### config.mk
export PLATFORM = sky130hd
export DESIGN_NAME = spi_reg_bank_flat
export DESIGN_NICKNAME = d
export VERILOG_FILES = /design/src/rtl/spi_reg_bank_if.sv /design/src/rtl/spi_reg_bank.sv /design/src/flat_wrapper.sv
export SDC_FILE = /design/constraint.sdc
export NUM_CORES = 1
export LEC_CHECK = 0
export CORE_UTILIZATION = 50
export CTS_BUF_LIST = sky130_fd_sc_hd__clkbuf_8
export CTS_CLUSTER_SIZE = 30
export DETAILED_ROUTE_END_ITERATION = 12
export PLACE_DENSITY_LB_ADDON = 0.1
export SYNTH_ARGS = -nofsm -noshare
export SYNTH_HDL_FRONTEND = slang
export SYNTH_SLANG_ARGS = --single-unit
### constraint.sdc
create_clock -name clk -period 5.9 [get_ports clk]
set_clock_uncertainty 0.2 [all_clocks]
set_input_delay 0.885 -clock clk [delete_from_list [all_inputs] [get_ports clk]]
set_output_delay 0.885 -clock clk [all_outputs]
set_load 0.03 [all_outputs]
### src/rtl/spi_reg_bank_if.sv
// SPI pin bundle between a host (master) and the register bank (slave).
interface spi_reg_bank_if;
    logic sclk;
    logic ncs;
    logic mosi;
    logic miso;
    logic miso_oe;

    modport master (output sclk, output ncs, output mosi, input miso, input miso_oe);
    modport slave  (input sclk, input ncs, input mosi, output miso, output miso_oe);
endinterface

### src/rtl/spi_reg_bank.sv
// SPI mode-0 slave fronting NUM_REGS control registers. SCLK is only ever
// sampled; every flop runs on clk. Frame: R/W bit, address, data, MSB first.
module spi_reg_bank #(
    parameter int ADDR_W      = 7,
    parameter int DATA_W      = 8,
    parameter int NUM_REGS    = 5,
    parameter int SYNC_STAGES = 2
) (
    input  logic                       clk,
    input  logic                       rst,
    spi_reg_bank_if.slave              spi,
    output logic [NUM_REGS*DATA_W-1:0] regs_flat,
    output logic                       wr_strobe,
    output logic [ADDR_W-1:0]          wr_addr,
    output logic                       frame_err
);
    localparam int FRAME_LEN = 1 + ADDR_W + DATA_W;
    localparam int CW        = $clog2(FRAME_LEN + 1);
    localparam logic [CW-1:0] LAST_HDR   = CW'(ADDR_W);
    localparam logic [CW-1:0] FIRST_DATA = CW'(ADDR_W + 1);
    localparam logic [CW-1:0] LAST_BIT   = CW'(FRAME_LEN - 1);
    localparam logic [CW-1:0] FULL       = CW'(FRAME_LEN);

    typedef enum logic [1:0] {IDLE, ADDR, DATA, WAIT_END} state_t;

    logic [SYNC_STAGES-1:0] sclk_sync, ncs_sync, mosi_sync;
    logic                   sclk_d, ncs_d, mosi_d;
    logic [SYNC_STAGES:0]   vld_pipe;
    logic                   sclk_rise, sclk_fall, ncs_rise, ncs_fall;

    state_t                            state, state_n;
    logic [CW-1:0]                     cnt, cnt_n;
    logic [ADDR_W:0]                   hdr, hdr_n;
    logic [DATA_W-1:0]                 rxd, rxd_n;
    logic [DATA_W-1:0]                 tx, tx_n;
    logic                              overrun, ovr_n;
    logic                              do_wr, err, oe_n;
    logic [NUM_REGS-1:0][DATA_W-1:0]   regs;

    assign regs_flat = regs;

    // Input synchronisers plus one delay flop each for edge detection.
    always_ff @(posedge clk or posedge rst) begin
        if (rst) begin
            sclk_sync <= '0;
            ncs_sync  <= '1;
            mosi_sync <= '0;
            sclk_d    <= 1'b0;
            ncs_d     <= 1'b1;
            mosi_d    <= 1'b0;
        end else begin
            sclk_sync <= {sclk_sync[SYNC_STAGES-2:0], spi.sclk};
            ncs_sync  <= {ncs_sync[SYNC_STAGES-2:0], spi.ncs};
            mosi_sync <= {mosi_sync[SYNC_STAGES-2:0], spi.mosi};
            sclk_d    <= sclk_sync[SYNC_STAGES-1];
            ncs_d     <= ncs_sync[SYNC_STAGES-1];
            mosi_d    <= mosi_sync[SYNC_STAGES-1];
        end
    end

    // Edges are only trusted once the chain holds real pin samples, so a
    // chip select already low when reset releases never looks like a fall.
    always_ff @(posedge clk or posedge rst) begin
        if (rst) begin
            vld_pipe  <= '0;
            sclk_rise <= 1'b0;
            sclk_fall <= 1'b0;
            ncs_rise  <= 1'b0;
            ncs_fall  <= 1'b0;
        end else begin
            vld_pipe  <= {vld_pipe[SYNC_STAGES-1:0], 1'b1};
            sclk_rise <= vld_pipe[SYNC_STAGES] &  sclk_sync[SYNC_STAGES-1] & ~sclk_d;
            sclk_fall <= vld_pipe[SYNC_STAGES] & ~sclk_sync[SYNC_STAGES-1] &  sclk_d;
            ncs_rise  <= vld_pipe[SYNC_STAGES] &  ncs_sync[SYNC_STAGES-1]  & ~ncs_d;
            ncs_fall  <= vld_pipe[SYNC_STAGES] & ~ncs_sync[SYNC_STAGES-1]  &  ncs_d;
        end
    end

    // Frame FSM: next state, shift registers and commit/abort decision.
    // mosi_d lines up with the registered sclk edge flags.
    always_comb begin
        state_n = state;
        cnt_n   = cnt;
        hdr_n   = hdr;
        rxd_n   = rxd;
        tx_n    = tx;
        ovr_n   = overrun;
        do_wr   = 1'b0;
        err     = 1'b0;
        if (ncs_rise) begin
            // chip-select release wins over any sclk edge in the same cycle
            state_n = IDLE;
            if (state != IDLE) begin
                if (cnt != FULL || overrun)
                    err = 1'b1;
                else if (hdr[ADDR_W] && int'(hdr[ADDR_W-1:0]) < NUM_REGS)
                    do_wr = 1'b1;
            end
        end else begin
            case (state)
                IDLE: begin
                    if (ncs_fall) begin
                        state_n = ADDR;
                        cnt_n   = '0;
                        ovr_n   = 1'b0;
                    end
                end
                ADDR: begin
                    if (sclk_rise) begin
                        hdr_n = {hdr[ADDR_W-1:0], mosi_d};
                        cnt_n = cnt + 1'b1;
                        if (cnt == LAST_HDR) begin
                            state_n = DATA;
                            tx_n    = '0;
                            for (int i = 0; i < NUM_REGS; i++)
                                if (int'(hdr_n[ADDR_W-1:0]) == i) tx_n = regs[i];
                        end
                    end
                end
                DATA: begin
                    if (sclk_rise) begin
                        rxd_n = {rxd[DATA_W-2:0], mosi_d};
                        cnt_n = cnt + 1'b1;
                        if (cnt == LAST_BIT) state_n = WAIT_END;
                    end else if (sclk_fall && cnt != FIRST_DATA) begin
                        // the fall right after the last address bit keeps the
                        // MSB on the line for the first data rise
                        tx_n = {tx[DATA_W-2:0], 1'b0};
                    end
                end
                WAIT_END: begin
                    if (sclk_rise) ovr_n = 1'b1;
                end
                default: state_n = IDLE;
            endcase
        end
        oe_n = (state_n == DATA) && !hdr_n[ADDR_W];
    end

    // Frame state and shift registers.
    always_ff @(posedge clk or posedge rst) begin
        if (rst) begin
            state   <= IDLE;
            cnt     <= '0;
            hdr     <= '0;
            rxd     <= '0;
            tx      <= '0;
            overrun <= 1'b0;
        end else begin
            state   <= state_n;
            cnt     <= cnt_n;
            hdr     <= hdr_n;
            rxd     <= rxd_n;
            tx      <= tx_n;
            overrun <= ovr_n;
        end
    end

    // Registered outputs: register file, strobes and the MISO driver.
    always_ff @(posedge clk or posedge rst) begin
        if (rst) begin
            regs        <= '0;
            wr_strobe   <= 1'b0;
            wr_addr     <= '0;
            frame_err   <= 1'b0;
            spi.miso    <= 1'b0;
            spi.miso_oe <= 1'b0;
        end else begin
            for (int i = 0; i < NUM_REGS; i++)
                if (do_wr && int'(hdr[ADDR_W-1:0]) == i) regs[i] <= rxd;
            wr_strobe   <= do_wr;
            if (do_wr) wr_addr <= hdr[ADDR_W-1:0];
            frame_err   <= err;
            spi.miso_oe <= oe_n;
            spi.miso    <= oe_n ? tx_n[DATA_W-1] : 1'b0;
        end
    end
endmodule

### src/flat_wrapper.sv
// flat-port wrapper written by rule: the top's interface ports become plain ports
module spi_reg_bank_flat 
#(
    parameter int ADDR_W      = 7,
    parameter int DATA_W      = 8,
    parameter int NUM_REGS    = 5,
    parameter int SYNC_STAGES = 2
)
  (clk, rst, regs_flat, wr_strobe, wr_addr, frame_err, spi_sclk, spi_ncs, spi_mosi, spi_miso, spi_miso_oe);
  spi_reg_bank_if spi_i ();
  input  logic clk;
  input  logic rst;
  output logic [NUM_REGS*DATA_W-1:0] regs_flat;
  output logic wr_strobe;
  output logic [ADDR_W-1:0] wr_addr;
  output logic frame_err;
  input wire logic [$bits(spi_i.sclk)-1:0] spi_sclk;
  input wire logic [$bits(spi_i.ncs)-1:0] spi_ncs;
  input wire logic [$bits(spi_i.mosi)-1:0] spi_mosi;
  output wire logic [$bits(spi_i.miso)-1:0] spi_miso;
  output wire logic [$bits(spi_i.miso_oe)-1:0] spi_miso_oe;
  assign spi_i.sclk = spi_sclk;
  assign spi_i.ncs = spi_ncs;
  assign spi_i.mosi = spi_mosi;
  assign spi_miso = spi_i.miso;
  assign spi_miso_oe = spi_i.miso_oe;
  spi_reg_bank #(.ADDR_W(ADDR_W), .DATA_W(DATA_W), .NUM_REGS(NUM_REGS), .SYNC_STAGES(SYNC_STAGES)) u_core (.clk(clk), .rst(rst), .spi(spi_i), .regs_flat(regs_flat), .wr_strobe(wr_strobe), .wr_addr(wr_addr), .frame_err(frame_err));
endmodule
==> run metrics, run 1 <==
Rel. slew slack 34.5%; worst path buffer plus inverter count 1; Mapped Nets 350; end of the critical path u_core.regs_flat[26]; Vias/cell 5.55; status finished clean; MaxCap Viol Count 0; GRT overflow 0; CP Data Arrival Time 2700 ps; # H-tree levels 3; crit path max fanout 8; First-pass DRT Iterations 4; FMAX 376 MHz; TNS Setup 0 ps; share of post-route cells with drive strength above 1 23.8%; Final Max Tran Viols 0; ys flop type dfrtp_1; antenna violations before repair 0; synthesis-stage register bit count 99; Die Height 95.4 um; critical path's slowest cell dfrtp_1; RSZ-0062 raised after global routing false; post-synthesis cell count 338; Std-Cell Rows 33; number of synthesized flops with an enable pin 0; Post-CTS Setup Repair Bufs 0; GP Congestion 0.826; FF+latch area 2480 um^2; crit-path cells inv_1, ha_1, nor4bb_1, nand4_1, nor2_4, and3_1, mux2_2; All-Layer GR Usage 21.5%; vias post-DR 2795; synthesized area 4360 um^2; critical path capture point type flop; die width 95.4 um; reg-to-reg startpoint u_core.state[0]; # resized after CTS 0; final WL 8930 um; setup violators final 0; core box area 8340 um^2; Hold/Removal Path Class flop to flop; reg-to-reg slack, setup 3240 ps; Fillers 682; CP Class flop to flop; WP depth 7; WP data required 5940 ps; final hold violation count 0; pwr/cell area 275 nW/um^2; DRT iter0 DRCs 136; PortBufs 55; Worst Hold Depth 0; # nets final 406; Setup crit start u_core.state[0]; I/O pin count 56; post-route ant nets 0; DRC Markers 0; Final Cycle Share 45.1%; syn_area_per_cell 12.9 um^2; pin count of the biggest net entering global routing 55; CTS Buf Count 9; Critical Path Max Stage Delay 430 ps; worst slew pin tran 982 ps; Starting Density 52.3%; diode count 0; Post-DP Area 4970 um^2; Clock Sinks 99; hold buffers post-CTS 0; clk_lat worst skew 360 ps; vias in the first global route 2752; Final min period 2660 ps; Synth async-reset ratio 100%; first-pass GRT wire length 14400 um; Synthesis Warnings 0; reg2reg end u_core.regs_flat[26]; hpwl dp 6050 um; sequential area share after synthesis 56.9%; worst vdd ir 0.121 mV; CTS tree built; Unique masters post-synth 54; P&R area growth vs syn 18.7%; Avg WL per Cell 17.7 um; Crit path max-delay family simple AND/OR/NAND/NOR gates; die area 9100 um^2; CTS root buffer clkbuf_8; path depth of the worst reg2reg path 7; CP startpoint kind flop; Reg clk slew, reported paths 100 ps; post-layout instance area 5170 um^2; Pleak 2.40 nW; area of the multi-input gates 1750 um^2; Clock Tree Buf Depth 2
## metrics by stage
stage	util [%]	total power [mW]	std cells	setup WS (ps)	hold slack (ps)
after floorplan	-	0.943	338	2230	131
after global placement	59.6	0.978	488	3240	133
after detailed placement	59.6	0.983	488	3210	136
after CTS	62.0	1.43	504	3200	160
after global routing	62.0	1.49	504	3080	168
final	62.0	1.42	504	3240	156
## logic make-up after synthesis
logic type | count (synthesis) | synth area share, %
AO/OA/AOI/OAI | 55 | 8.21
other | 1 | 0.0860
XOR/XNOR | 1 | 0.201
flip-flops | 99 | 56.9
multiplexers | 66 | 16.8
adder cells (fa/ha/maj) | 7 | 2.01
buffers and inverters | 22 | 2.87
AND/OR/NAND/NOR | 87 | 12.9
## cells in the final DEF (no fill, tap or decap), types with 2 or more instances in the layout
cell type         n
and3_1            3
o21a_1            2
o21ai_1           5
nor4_4            2
and4b_1           3
dfstp_2           3
and2_1            5
nand2_1          19
clkbuf_8          9
nor3_1            4
mux2_2           58
o211ai_1          2
nor2_1            9
inv_6             3
nor2b_1           6
o22ai_1           8
nand4_1           3
a22o_1            7
mux2i_1           8
o21ai_0          10
ha_1              7
inv_1            10
a211oi_1          2
or3b_2            2
nand2b_1          5
clkdlybuf4s50_1  55
a21oi_1          11
nand3_1           5
dfrtp_1          96
nor3b_1           7
nand2_2           2
## how the worst min path moves through the flow
stage | start | end | slack, ps
after floorplan | u_core.mosi_sync[1] | u_core.mosi_d | 130
after global placement | u_core.vld_pipe[0] | u_core.vld_pipe[1] | 130
after detailed placement | u_core.mosi_sync[1] | u_core.mosi_d | 140
after CTS | u_core.mosi_sync[1] | u_core.mosi_d | 160
after global routing | u_core.mosi_sync[1] | u_core.mosi_d | 170
final | u_core.mosi_sync[1] | u_core.mosi_d | 160
## layout make-up
type / instances / share of cell area, %
Sequential cell: 99 / 48.0
Multi-Input combinational cell: 217 / 33.9
Timing Repair Buffer: 56 / 10.8
Tap cell: 105 / 2.54
Clock buffer: 9 / 2.39
Clock inverter: 7 / 1.57
Inverter: 11 / 0.846
## sequential cells by signal (all words and copies together), names as in the netlist, 2 cells and up
register / flops
u_core.cnt: 5
u_core.vld_pipe: 3
u_core.hdr: 8
u_core.mosi_sync: 2
u_core.ncs_sync: 2
u_core.tx: 8
u_core.regs_flat: 40
u_core.sclk_sync: 2
u_core.state: 2
u_core.rxd: 8
u_core.wr_addr: 7
## cells in the mapped netlist (all sizes together) (2+ instances only)
cell type	count	area, um^2
ha	7	87.6
nor4	3	55.1
o21a	2	15.0
a22o	7	61.3
dfstp	3	78.8
o21ai	16	83.8
and2	5	31.3
o22ai	8	50.1
nand3b	2	18.8
nor2	10	45.0
nand4	3	18.8
or3b	3	28.8
clkbuf	7	46.3
nor3	4	20.0
buf	4	37.5
and3	3	18.8
nor2b	6	37.5
mux2	58	653
dfrtp	96	2400
nand3	6	35.0
and4b	3	30.0
nand2	21	83.8
o211ai	2	15.0
nand2b	5	31.3
inv	11	41.3
nor3b	7	52.6
mux2i	8	80.1
a211oi	2	15.0
a21oi	11	55.1
## power breakdown
part / switching (mW) / internal [mW]
sequential: 0.0683 / 0.703
combinational: 0.114 / 0.0854
clock: 0.249 / 0.204
total: 0.432 / 0.992
## worst reg2reg max path, stage by stage, from the launching register on
cell and delay (ps):
dfrtp_1 430, inv_1 80, ha_1 290, nor4bb_1 310, nand4_1 220, nor2_4 210
and3_1 410, mux2_2 380
## per-layer routing
metal  global-route usage (%)  wire [um]
met1                     31.7       4400
met2                     32.6       4090
met3                     3.03        334
met4                     7.09        111
met5                        0          0
Power figures use the tool's default switching activity.
==> run 2, diff against run 1 <==
==> constraint.sdc (replaced) <==
create_clock -name clk -period 2.2 [get_ports clk]
set_clock_uncertainty 0.2 [all_clocks]
set_input_delay 0.33 -clock clk [delete_from_list [all_inputs] [get_ports clk]]
set_output_delay 0.33 -clock clk [all_outputs]
set_load 0.03 [all_outputs]
==> run metrics, run 2 (same netlist as run 1, synthesis figures left out) <==
Final Cycle Share 105% (+60 points); hold buffers post-CTS 0 (unchanged); pwr/cell area 739 nW/um^2 (+170%); RSZ-0062 raised after global routing true; Setup WS post-layout -120 ps (-3360 ps); final WL 9600 um (+7.4%); Std-Cell Rows 33 (unchanged); # nets final 437 (+7.6%); Critical Path Max Stage Delay 380 ps (-50 ps); CTS root buffer clkbuf_8; post-route ant nets 0 (unchanged); Hold Crit Start u_core.mosi_sync[0]; WHS 153 ps (-3.09 ps); Die Height 95.4 um (unchanged); Avg WL per Cell 17.9 um (+1.2%); Crit path max-delay family simple AND/OR/NAND/NOR gates; vias post-DR 3010 (+7.7%); final hold violation count 0 (unchanged); CP Class flop to flop; pin count of the biggest net entering global routing 100 (+82%); max reg flops 40 (unchanged); status finished, violations left; Rel. slew slack 65.6% (+31 points); Vias/cell 5.63 (+1.5%); share of post-route cells with drive strength above 1 31.2% (+7.4 points); path depth of the worst reg2reg path 7 (unchanged); FMAX 431 MHz (+15%); CTS Buf Count 9 (unchanged); setup violators final 34 (+34); DRC Markers 0 (unchanged); First-pass DRT Iterations 4 (unchanged); DRT iter0 DRCs 120 (-12%); reg-to-reg slack, setup -120 ps (-3360 ps); GP Congestion 0.915 (+11%); Min-Delay Endpoint u_core.mosi_sync[1]; met1 WL 4400 um (+0.11%); worst vdd ir 0.357 mV (+190%); diode count 0 (unchanged); MaxCap Viol Count 0 (unchanged); CTS tree built; CP Data Arrival Time 2360 ps (-340 ps); DR top layer met4; die area 9100 um^2 (unchanged); crit-path cells inv_2, ha_4, nor4bb_2, nand4_1, nor2_4, and3_4, mux2_4; most common cell after layout, fill and taps aside dfrtp_1; antenna violations before repair 0 (unchanged); I/O pin count 56 (unchanged); reg2reg end u_core.regs_flat[31]; hpwl dp 6370 um (+5.4%); critical path capture point type flop; Hold/Removal Path Class flop to flop; failing checks negative setup slack; routed wl met2 4680 um (+14%); Worst Hold Depth 0 (unchanged); Final Max Tran Viols 0 (unchanged); die width 95.4 um (unchanged); worst path buffer plus inverter count 1 (unchanged); worst slew pin tran 515 ps (-467 ps); Starting Density 52.3% (unchanged); vias in the first global route 2923 (+6.2%); P&R area growth vs syn 27.6%; Final min period 2320 ps (-341 ps); critical path's slowest cell dfrtp_1; Setup crit start u_core.state[0]; TNS Setup -1890 ps (-1890 ps); WP data required 2240 ps (-3700 ps); GRT overflow 0 (unchanged); clk_lat worst skew 360 ps (about the same); Pleak 2.62 nW (+9.0%); reg-to-reg startpoint u_core.state[0]; core box area 8340 um^2 (unchanged); Reg clk slew, reported paths 90 ps (about the same); wire length on met3 466 um (+40%); most frequent cells in the layout dfrtp_1, clkdlybuf4s50_1, mux2_2; Clock Tree Buf Depth 2 (unchanged); # H-tree levels 3 (unchanged); crit path max fanout 8 (unchanged); PortBufs 55 (unchanged); Clock Sinks 99 (unchanged); first-pass GRT wire length 15100 um (+4.4%); All-Layer GR Usage 22.4% (+0.91 points); CP startpoint kind flop
run 2: through the flow:
step | std cells | util (%) | worst slack, ps | cell area [um^2] | power, mW
after floorplan | 338 | - | -2.89 | 4380 | 2.55
after global placement | 513 | 62.3 | -35.5 | 5190 | 2.77
after detailed placement | 513 | 62.3 | -117 | 5190 | 2.78
after CTS | 532 | 65.7 | -47.9 | 5480 | 4.07
after global routing | 535 | 66.7 | -216 | 5560 | 4.30
final | 535 | 66.7 | -120 | 5560 | 4.11
run 2: timing repair:
action | 4_1_cts | 5_1_grt
hold endpoints to repair | 0 | 0
setup endpoints to repair | 39 | 54
setup buffers | 4 | 3
pin swaps | 6 | 7
resized for setup | 15 | 12
run 2: worst max path at each step:
stage,end,depth (start not counted)
floorplan,u_core.regs_flat[24],8
global placement,u_core.regs_flat[35],7
detailed placement,u_core.regs_flat[38],7
CTS,u_core.wr_addr[1],7
global route,u_core.regs_flat[38],8
finish,u_core.regs_flat[31],7
run 2: routing by layer:
| layer | vias to the layer above | global-route usage (%) |
|---|---|---|
| met5 | - | 0 |
| met4 | 0 | 5.85 |
| met3 | 4 | 5.18 |
| met2 | 78 | 34.9 |
| met1 | 1541 | 31.6 |
| li1 | 1387 | - |
run 2: final cells by class:
cell class / count / area, um^2
fillers: 628 / 2780
flip-flops and latches: 99 / 2480
multi-input cells: 217 / 1870
repair buffers: 87 / 815
well taps: 105 / 131
clock buffers: 9 / 124
clock inverters: 7 / 93.8
inverters: 11 / 45.0
run 2: worst register-to-register path, delay by kind of cell (launching register included):
kind,cells,cell delay [ps]
mux,1,320
fa+ha+maj,1,160
buf+inv,1,60
flops,1,380
simple gates,4,1100
run 2: where the power goes:
part	switching [mW]	internal [mW]	total [mW]
logic	0.530	0.387	0.917
clock network	0.624	0.641	1.26
registers	0.0398	1.89	1.93
==> run 3, diff against run 2 <==
--- a/config.mk
+++ b/config.mk
@@ -5,11 +5,14 @@
 export SDC_FILE = /design/constraint.sdc
 export NUM_CORES = 1
 export LEC_CHECK = 0
-export CORE_UTILIZATION = 50
+export CELL_PAD_IN_SITES_DETAIL_PLACEMENT = 1
+export CELL_PAD_IN_SITES_GLOBAL_PLACEMENT = 2
+export CORE_UTILIZATION = 35
 export CTS_BUF_LIST = sky130_fd_sc_hd__clkbuf_8
 export CTS_CLUSTER_SIZE = 30
 export DETAILED_ROUTE_END_ITERATION = 12
 export PLACE_DENSITY_LB_ADDON = 0.1
+export SKIP_LAST_GASP = 1
 export SYNTH_ARGS = -nofsm -noshare
 export SYNTH_HDL_FRONTEND = slang
 export SYNTH_SLANG_ARGS = --single-unit
==> run metrics, run 3 (same netlist as run 1, synthesis figures left out) <==
global-route track usage on met2 29.8% (-5.1 points); clk_lat worst skew 380 ps (+20 ps); final hold violation count 0 (unchanged); Pint 2.79 mW (-4.4%); Critical Path Max Stage Delay 390 ps (about the same); CP Data Arrival Time 2390 ps (+30 ps); CTS tree built; reg2reg end u_core.regs_flat[24]; Clock Tree Buf Depth 2 (unchanged); pin count of the biggest net entering global routing 64 (-36%); First-pass DRT Iterations 4 (unchanged); Vias/cell 4.95 (-12%); CP Class flop to flop; All-Layer GR Usage 18.8% (-3.6 points); post-route ant nets 0 (unchanged); die width 114 um (+19%); critical path capture point type flop; # nets final 446 (+2.1%); FMAX 432 MHz (+0.13%); P&R area growth vs syn 31.2%; crit-path cells inv_2, ha_4, nor4bb_4, nand4_1, buf_6, nor2_4, and3_4, buf_6, mux2_4; failing checks negative setup slack; Setup crit start u_core.state[0]; reg-to-reg startpoint u_core.state[0]; Clock Power Share 27.8% (-3.0 points); DRT iter0 DRCs 69 (-43%); vias in the first global route 3260 (+12%); Die Height 114 um (+19%); GP Congestion 0.769 (-16%); hpwl dp 7590 um (+19%); most common cell after layout, fill and taps aside dfrtp_1; core box area 12100 um^2 (+45%); vias post-DR 3006 (-0.13%); hold buffers post-CTS 0 (unchanged); met3 Usage GRT 4.41% (-0.77 points); worst slew pin tran 538 ps (+22.6 ps); crit path max fanout 5 (-3); status finished, violations left; Reg clk slew, reported paths 100 ps (about the same); DRC Markers 0 (unchanged); CP startpoint kind flop; Reg power frac 47.9% (+1.0 points); Clock Sinks 99 (unchanged); path depth of the worst reg2reg path 9 (+2); worst vdd ir 0.400 mV (+12%); diode count 0 (unchanged); most frequent cells in the layout dfrtp_1, clkdlybuf4s50_1, mux2_2; CTS root buffer clkbuf_8; PortBufs 55 (unchanged); Rel. slew slack 64.0% (-1.6 points); Inst Count DP 584 (+14%); final WL 11000 um (+14%); Pleak 2.64 nW (+0.69%); first-pass GRT wire length 18100 um (+20%); Setup WS post-layout -117 ps (+3.04 ps); GR Util met1 25.4% (-6.1 points); CTS Buf Count 9 (unchanged); reg-to-reg slack, setup -120 ps (about the same); Avg WL per Cell 18.1 um (+0.90%); end of the critical path u_core.regs_flat[24]; switching part of the total 30.7% (+1.7 points); power share of the combinational group 24.3% (+2.0 points); # H-tree levels 3 (unchanged); post-route insts no fill 607 (+13%); Fillers 1256 (+100%); Std-Cell Rows 40 (+21%); Final Cycle Share 105% (-0.14 points); Hold/Removal Path Class flop to flop; Starting Density 36.2% (-16 points); Switch Pwr 1.24 mW (+3.5%); dpl ws -368 ps (-252 ps); final core utilization 47.4% (-19 points); critical path's slowest cell dfrtp_1; max reg flops 40 (unchanged); GRT overflow 0 (unchanged); RSZ-0062 raised after global routing true; I/O pin count 56 (unchanged); pwr/cell area 703 nW/um^2 (-4.8%); die area 12900 um^2 (+42%); Critical Path Most Common Cell buf_6; TNS Setup -1880 ps (+11.7 ps); WP data required 2270 ps (+30 ps); share of post-route cells with drive strength above 1 32.8% (+1.6 points); Final Max Tran Viols 0 (unchanged); MaxCap Viol Count 0 (unchanged); global routing's busiest layer met2; antenna violations before repair 0 (unchanged); setup violators final 40 (+18%); Final min period 2320 ps (-3.05 ps); total power draw 4.02 mW (-2.1%)
==> run 3: final cells by class <==
class,count,area (um^2),area share (%)
inverters,11,45.0,0.788
well taps,168,210,3.68
repair buffers,96,901,15.8
clock inverters,5,35.0,0.613
multi-input cells,217,1900,33.1
clock buffers,11,151,2.65
flip-flops and latches,99,2480,43.4
==> run 3: stage by stage <==
step / cell area, um^2 / hold WS, ps
after floorplan: 4380 / 131
after global placement: 5320 / 132
after detailed placement: 5320 / 141
after CTS: 5640 / 130
after global routing: 5720 / 140
final: 5720 / 148
==> run 3: how the worst min path moves through the flow <==
stage                              startpoint                  end  slack [ps]  depth (start not counted)
final                      u_core.vld_pipe[1]   u_core.vld_pipe[2]         150                          0
after global routing                  spi_ncs   u_core.ncs_sync[0]         140                          1
after CTS                             spi_ncs   u_core.ncs_sync[0]         130                          1
after detailed placement  u_core.sclk_sync[0]  u_core.sclk_sync[1]         140                          0
after global placement     u_core.vld_pipe[1]   u_core.vld_pipe[2]         130                          0
after floorplan           u_core.mosi_sync[1]        u_core.mosi_d         130                          0
==> run 3: routing by layer <==
layer / wire (um) / share of wire, % / vias to the layer above
met4: 150 / 1.4 / 0
li1: - / - / 1411
met1: 5260 / 48 / 1540
met3: 329 / 3.0 / 9
met2: 5250 / 48 / 46
met5: 0 / 0 / -
==> run 3: worst max-delay path, delay by kind of cell, from the launching register on <==
kind                       cells  cell delay [ps]
and+or+nand+nor                4              810
buffers and inverters          3              350
DFF                            1              390
adders and majority gates      1              160
muxes                          1              300
==> run 3: what timing repair did <==
action	4_1_cts	5_1_grt
resized for setup	21	11
gates cloned	0	0
setup endpoints to repair	49	52
setup buffers	5	2
pin swaps	6	10
==> run 3: power by group through the flow <==
stage / sequential (mW) / clock (mW) / combinational (mW)
3_5_place_dp: 1.96 / 0 / 0.895
3_3_place_gp: 1.96 / 0 / 0.885
5_1_grt: 1.94 / 1.25 / 1.08
4_1_cts: 1.93 / 1.18 / 0.964
6_report: 1.93 / 1.12 / 0.977
2_1_floorplan: 1.98 / 0 / 0.568
